**config.mk**
```make
export PLATFORM = sky130hd
export DESIGN_NAME = scr1_mul_arb
export DESIGN_NICKNAME = d
export VERILOG_FILES = /design/src/rtl/scr1_mul_arb_pkg.sv /design/src/rtl/scr1_rr_arb2.sv /design/src/rtl/scr1_mul_arb.sv
export SDC_FILE = /design/constraint.sdc
export NUM_CORES = 1
export LEC_CHECK = 0
export BUFFER_PORTS_ARGS = -buffer_cell sky130_fd_sc_hd__buf_2
export CAP_MARGIN = 20
export CELL_PAD_IN_SITES_DETAIL_PLACEMENT = 0
export CELL_PAD_IN_SITES_GLOBAL_PLACEMENT = 1
export CORE_MARGIN = 3
export CORE_UTILIZATION = 33
export DETAILED_ROUTE_END_ITERATION = 10
export GPL_ROUTABILITY_DRIVEN = 1
export PLACE_DENSITY_LB_ADDON = 0.1
export SETUP_SLACK_MARGIN = 0.4
export SYNTH_ARGS = -nofsm -noshare
export SYNTH_HDL_FRONTEND = slang
export SYNTH_SLANG_ARGS = --single-unit
```
**constraint.sdc**
```tcl
create_clock -name clk -period 6.6 [get_ports clk]
set_input_delay 1.32 -clock clk [delete_from_list [all_inputs] [get_ports clk]]
set_output_delay 1.32 -clock clk [all_outputs]
set_load 0.01 [all_outputs]
```
**src/rtl/scr1_mul_arb_pkg.sv**
```systemverilog
// Shared types for the two-port RV32M multiply front end: funct codes, FSM
// states and the funct -> operand-sign/result-half decode.
package scr1_mul_arb_pkg;

  typedef enum logic [1:0] {
    MUL_FUNCT_MUL    = 2'b00,
    MUL_FUNCT_MULH   = 2'b01,
    MUL_FUNCT_MULHSU = 2'b10,
    MUL_FUNCT_MULHU  = 2'b11
  } type_mul_funct_e;

  typedef enum logic [1:0] {
    MUL_ARB_IDLE,
    MUL_ARB_ISSUE,
    MUL_ARB_BUSY,
    MUL_ARB_RESP
  } type_mul_arb_fsm_e;

  typedef struct packed {
    logic sign1_en;
    logic sign2_en;
    logic sel_hi;
  } type_mul_ctrl_s;

  // sign*_en says whether bit 31 of the operand is propagated into bit 32
  function automatic type_mul_ctrl_s mul_funct_decode(input type_mul_funct_e funct);
    type_mul_ctrl_s ctrl;
    case (funct)
      MUL_FUNCT_MUL:    ctrl = '{sign1_en: 1'b0, sign2_en: 1'b0, sel_hi: 1'b0};
      MUL_FUNCT_MULH:   ctrl = '{sign1_en: 1'b1, sign2_en: 1'b1, sel_hi: 1'b1};
      MUL_FUNCT_MULHSU: ctrl = '{sign1_en: 1'b1, sign2_en: 1'b0, sel_hi: 1'b1};
      default:          ctrl = '{sign1_en: 1'b0, sign2_en: 1'b0, sel_hi: 1'b1};
    endcase
    return ctrl;
  endfunction

endpackage

```
**src/rtl/scr1_rr_arb2.sv**
```systemverilog
// Two-input grant logic: round-robin against the last completed port, or
// fixed priority to port 0 when RR_EN is 0.
module scr1_rr_arb2 #(
  parameter bit RR_EN = 1'b1
)(
  input  logic       clk,
  input  logic       rst,
  input  logic [1:0] req_i,
  input  logic       upd_i,
  input  logic       upd_idx_i,
  output logic [1:0] gnt_o,
  output logic       gnt_idx_o
);

  logic last_q;

  // Reset to 1 so port 0 wins the first contested grant
  always_ff @(posedge clk) begin
    if (rst) begin
      last_q <= 1'b1;
    end else if (upd_i) begin
      last_q <= upd_idx_i;
    end
  end

  always_comb begin
    gnt_idx_o = 1'b0;
    if (RR_EN) begin
      if (req_i == 2'b11) begin
        gnt_idx_o = ~last_q;
      end else begin
        gnt_idx_o = req_i[1];
      end
    end else begin
      gnt_idx_o = ~req_i[0];
    end
  end

  assign gnt_o = {req_i[1] & gnt_idx_o, req_i[0] & ~gnt_idx_o};

endmodule

```
**src/rtl/scr1_mul_arb.sv**
```systemverilog
// Two-port controller for the shared iterative 33x33 multiplier: arbitrates,
// builds signed operands, sequences the multiplier handshake, returns a tagged result.
module scr1_mul_arb
  import scr1_mul_arb_pkg::*;
#(
  parameter int unsigned TAG_W   = 4,
  parameter bit          RR_EN   = 1'b1,
  parameter int unsigned TIMEOUT = 32
)(
  input  logic             clk,
  input  logic             rst,
  input  logic             req0_valid,
  output logic             req0_ready,
  input  logic [1:0]       req0_funct,
  input  logic [31:0]      req0_op1,
  input  logic [31:0]      req0_op2,
  input  logic [TAG_W-1:0] req0_tag,
  input  logic             req1_valid,
  output logic             req1_ready,
  input  logic [1:0]       req1_funct,
  input  logic [31:0]      req1_op1,
  input  logic [31:0]      req1_op2,
  input  logic [TAG_W-1:0] req1_tag,
  output logic             rsp0_valid,
  input  logic             rsp0_ready,
  output logic [31:0]      rsp0_data,
  output logic [TAG_W-1:0] rsp0_tag,
  output logic             rsp0_err,
  output logic             rsp1_valid,
  input  logic             rsp1_ready,
  output logic [31:0]      rsp1_data,
  output logic [TAG_W-1:0] rsp1_tag,
  output logic             rsp1_err,
  output logic             mul_valid_o,
  output logic [32:0]      mul_din1_o,
  output logic [32:0]      mul_din2_o,
  input  logic [31:0]      mul_hig_i,
  input  logic [31:0]      mul_low_i,
  input  logic             mul_rdy_i,
  output logic             mul_done_o,
  output logic             busy_o
);

  localparam int unsigned WDOG_W = (TIMEOUT > 2) ? $clog2(TIMEOUT) : 1;

  type_mul_arb_fsm_e state_q;
  logic              gnt_idx_q;
  logic [TAG_W-1:0]  tag_q;
  logic [32:0]       din1_q;
  logic [32:0]       din2_q;
  logic              sel_hi_q;
  logic              mul_valid_q;
  logic              mul_done_q;
  logic              rsp_valid_q;
  logic              err_q;
  logic [31:0]       data_q;
  logic [WDOG_W-1:0] wdog_q;

  logic [1:0]        arb_req;
  logic [1:0]        arb_gnt;
  logic              arb_idx;
  logic              accept;
  logic              rsp_hs;
  logic [1:0]        acc_funct;
  logic [31:0]       acc_op1;
  logic [31:0]       acc_op2;
  logic [TAG_W-1:0]  acc_tag;
  type_mul_ctrl_s    acc_ctrl;
  logic [32:0]       din1_d;
  logic [32:0]       din2_d;
  logic [31:0]       res_d;

  // Requests are only looked at in IDLE, so ready is a single-cycle grant
  assign arb_req = (state_q == MUL_ARB_IDLE && !rst) ? {req1_valid, req0_valid} : 2'b00;

  scr1_rr_arb2 #(
    .RR_EN (RR_EN)
  ) i_arb (
    .clk       (clk),
    .rst       (rst),
    .req_i     (arb_req),
    .upd_i     (rsp_hs),
    .upd_idx_i (gnt_idx_q),
    .gnt_o     (arb_gnt),
    .gnt_idx_o (arb_idx)
  );

  assign accept     = |arb_gnt;
  assign req0_ready = arb_gnt[0];
  assign req1_ready = arb_gnt[1];

  assign acc_funct = arb_idx ? req1_funct : req0_funct;
  assign acc_op1   = arb_idx ? req1_op1   : req0_op1;
  assign acc_op2   = arb_idx ? req1_op2   : req0_op2;
  assign acc_tag   = arb_idx ? req1_tag   : req0_tag;
  assign acc_ctrl  = mul_funct_decode(type_mul_funct_e'(acc_funct));
  assign din1_d    = {acc_ctrl.sign1_en & acc_op1[31], acc_op1};
  assign din2_d    = {acc_ctrl.sign2_en & acc_op2[31], acc_op2};
  assign res_d     = sel_hi_q ? mul_hig_i : mul_low_i;
  assign rsp_hs    = rsp_valid_q & (gnt_idx_q ? rsp1_ready : rsp0_ready);

  always_ff @(posedge clk) begin
    if (rst) begin
      state_q     <= MUL_ARB_IDLE;
      gnt_idx_q   <= 1'b0;
      tag_q       <= '0;
      din1_q      <= '0;
      din2_q      <= '0;
      sel_hi_q    <= 1'b0;
      mul_valid_q <= 1'b0;
      mul_done_q  <= 1'b0;
      rsp_valid_q <= 1'b0;
      err_q       <= 1'b0;
      data_q      <= '0;
      wdog_q      <= '0;
    end else begin
      mul_valid_q <= 1'b0;
      mul_done_q  <= 1'b0;
      case (state_q)
        MUL_ARB_IDLE: begin
          if (accept) begin
            gnt_idx_q   <= arb_idx;
            tag_q       <= acc_tag;
            din1_q      <= din1_d;
            din2_q      <= din2_d;
            sel_hi_q    <= acc_ctrl.sel_hi;
            mul_valid_q <= 1'b1;
            state_q     <= MUL_ARB_ISSUE;
          end
        end
        MUL_ARB_ISSUE: begin
          wdog_q  <= '0;
          state_q <= MUL_ARB_BUSY;
        end
        // A result arriving on the expiry cycle still takes priority
        MUL_ARB_BUSY: begin
          if (mul_rdy_i) begin
            data_q      <= res_d;
            err_q       <= 1'b0;
            rsp_valid_q <= 1'b1;
            mul_done_q  <= 1'b1;
            state_q     <= MUL_ARB_RESP;
          end else if (wdog_q == WDOG_W'(TIMEOUT - 1)) begin
            data_q      <= '0;
            err_q       <= 1'b1;
            rsp_valid_q <= 1'b1;
            mul_done_q  <= 1'b1;
            state_q     <= MUL_ARB_RESP;
          end else begin
            wdog_q <= wdog_q + 1'b1;
          end
        end
        MUL_ARB_RESP: begin
          if (rsp_hs) begin
            rsp_valid_q <= 1'b0;
            state_q     <= MUL_ARB_IDLE;
          end
        end
        default: state_q <= MUL_ARB_IDLE;
      endcase
    end
  end

  assign mul_valid_o = mul_valid_q;
  assign mul_done_o  = mul_done_q;
  assign mul_din1_o  = din1_q;
  assign mul_din2_o  = din2_q;
  assign busy_o      = (state_q != MUL_ARB_IDLE);

  assign rsp0_valid = rsp_valid_q & ~gnt_idx_q;
  assign rsp0_data  = rsp0_valid ? data_q : '0;
  assign rsp0_tag   = rsp0_valid ? tag_q : '0;
  assign rsp0_err   = rsp0_valid & err_q;
  assign rsp1_valid = rsp_valid_q & gnt_idx_q;
  assign rsp1_data  = rsp1_valid ? data_q : '0;
  assign rsp1_tag   = rsp1_valid ? tag_q : '0;
  assign rsp1_err   = rsp1_valid & err_q;

endmodule
```
==> qor.yml <==
outcome: "completed"
finalNonFillerCells: 1299
synth-seq-cells: 116
cts_hold_buf: 0
cp.required_ns: 5.28
dp_slack_ns: 2.341
power_frac_seq: 0.330
multiInputGateArea_um2: 3516
worstMarginPinSlew_ns: 1.082
synth_area_per_cell_um2: 8.385
worstSetupPathType: "primary input to primary output"
dieArea_um2: 20510
cts-root-buf: "clkbuf_16"
grt_max_degree: 89
first_pass_iters: 4
ioPinCount: 358
synth_area_um2: 6213
htree_levels: 4
finalPower_mw: 2.799
ys_types: 37
min_period_ns: 4.218
switchingPower_mw: 0.9326
fin_crit_sh: 0.6390
critical_path_arrival_ns: 2.90
rsz0062_at_grt: "false"
switching_share: 0.3332
area_growth_pct: 40.25
dp_hpwl_mm: 15.66
numCtsBuffers: 17
dp.cells: 1264
vdd_drop_max_v: 0.0001741
cts_max_path_buffers: 2
synthTopCellsByArea: "dfxtp_1 37%, a311oi_2 14%, nor2_1 8.6%"
seq_area_frac_synth: 0.3737
cts_tree: "built"
antenna_left: 0
p_leak_nw: 4.215
grt_pass1_wl_mm: 33.83
cp-start-kind: "primary input"
coreArea_um2: 18210
layout_common_cells: "356 x buf_2, 142 x nor2_1, 115 x dfxtp_1, 72 x nand2_1, 69 x nand3_1"
drc: 0
routed_wl_mm: 22.32
wl_per_cell_um: 17.18
end_kind: "primary output"
crit_path_max_fanout: 50
achievable-frequency_mhz: 237.1
clk_pin_slew_ns: 0.05
path_cells: "buf_4 > nor2b_4 > nand3_4 > inv_2 > buf_2"
setup_tns_ns: 0
cts_setup_buffers: 0
via_per_inst: 4.986
synth_fp_nets: 961
start_util: 0.3412
finalHoldViolations: 0
cp_slowest_cell: "buf_4"
num_rows: 49
grt_overflow: 0
setup_viol: 0
cts_sinks: 116
slew_viol_final: 0
p_int_mw: 1.867
regArea_um2: 2323
cap_violations: 0
grt_usage: 0.2079
die_w_um: 143.2
first_global_vias: 6220
syn_inst: 741
place.port_buffers: 357
drive_above_1_share: 0.4396
die_h_um: 143.2
yosysWarningCount: 0
relSlewSlack: 0.2790
final_common_cell: "buf_2"
fin_nets: 1274
slowest_delay_ns: 0.62
clk_latency_ns: 0.41
combPwrFrac: 0.299
p_clk_frac: 0.371
drt_iter0_markers: 237
hp-class: "flip-flop to flip-flop"
vias: 6477
yosysTopAreaCellShare: 0.3737
synth_top_area_cell: "dfxtp_1"
setup_slack_ns: 2.382
gp_congestion: 0.7715
cts_resized: 0
antenna_found_initial: 5
finalClockSkew_ns: 0.007632
p_per_area_nw_per_um2: 321.2
n_fill_cell: 1851
-- cell usage after synthesis --
cell and number:
xor2_1 1, clkbuf_1 37, inv_1 7, a311oi_2 59, o21bai_1 1, a21o_1 1, a211oi_1 2, buf_4 5
ha_1 9, nand3_1 69, buf_2 23, a22o_1 2, nand2_1 72, nor2_1 142, nand3_4 1, a311oi_1 8
mux2i_1 35, buf_1 3, nor2b_1 4, nand3b_1 2, a222oi_1 2, inv_2 1, and2_1 38, and3_1 38
nand2b_1 1, nor3b_2 1, buf_6 5, dfxtp_1 116, o21ai_1 1, or3b_2 1, nor3_1 2, a21oi_2 1
nand4_1 1, a21oi_1 43, o21ai_0 3, a31o_2 2, a32o_1 2
-- critical path, delay by kind of cell --
| kind | cells | cell delay, ns |
|---|---|---|
| buffers and inverters | 3 | 0.94 |
| and+or+nand+nor | 2 | 0.61 |
-- metrics by stage --
stage	util	area (um2)	hold slack, ns
final	0.4786	8715	0.4809
after CTS	0.4782	8707	0.4834
after global routing	0.4785	8712	0.5117
after floorplan	-	6213	0.4522
after global placement	0.4400	8013	0.4610
after detailed placement	0.4416	8040	0.4693
-- power groups by stage --
stage | Combinational (mW) | Clock (mW) | Sequential [mW]
final | 0.838 | 1.04 | 0.923
after CTS | 0.850 | 1.07 | 0.924
after global routing | 0.929 | 1.10 | 0.942
after global placement | 0.841 | 0 | 0.937
after floorplan | 0.554 | 0 | 0.939
after detailed placement | 0.848 | 0 | 0.934
-- metal layers --
metal	up-vias	global-route usage	wire (um)
met5	-	0	45
met3	31	0.06397	1812
met1	2958	0.2466	9099
li1	3237	-	-
met4	6	0.06789	401
met2	245	0.3591	10960
-- final cells by class --
type,instances,area share
inverter,8,0.003446
sequential,116,0.2666
timing repair buffer,367,0.2162
antenna,3,0.0008614
multi-input combinational,544,0.4034
clock inverter,12,0.02297
clock buffer,20,0.05355
tap,229,0.03288
-- worst paths after layout --
path                                     from  cells after the start  slack, ns             end
worst min-delay path            mul_din2_o[4]                      2       0.48   mul_din2_o[4]
worst max register to register     state_q[0]                      7       3.70  mul_din1_o[25]
worst max-delay path                      rst                      5       2.38      req1_ready
worst min register to register  mul_din2_o[4]                      2       0.48   mul_din2_o[4]
-- logic make-up (layout without fill, tap and decap cells) --
logic type / after synthesis / in the layout / share of synthesized area
buffers and inverters: 81 / 407 / 0.06263
DFF: 116 / 116 / 0.3737
xor gates and xnor gates: 1 / 1 / 0.001410
AOI/OAI and AO/OA: 127 / 127 / 0.2100
and+or+nand+nor: 372 / 372 / 0.2777
muxes: 35 / 35 / 0.05638
other: 0 / 3 / 0
adders and majority gates: 9 / 9 / 0.01812
-- sequential cells by signal (all words and copies together), names as in the netlist --
signal,count
tag_q,4
err_q,1
mul_din1_o,33
rsp_valid_q,1
data_q,32
wdog_q,5
mul_valid_o,1
i_arb.last_q,1
mul_din2_o,33
mul_done_o,1
state_q,2
sel_hi_q,1
gnt_idx_q,1
Note: power is estimated with default switching activity, not from simulation.
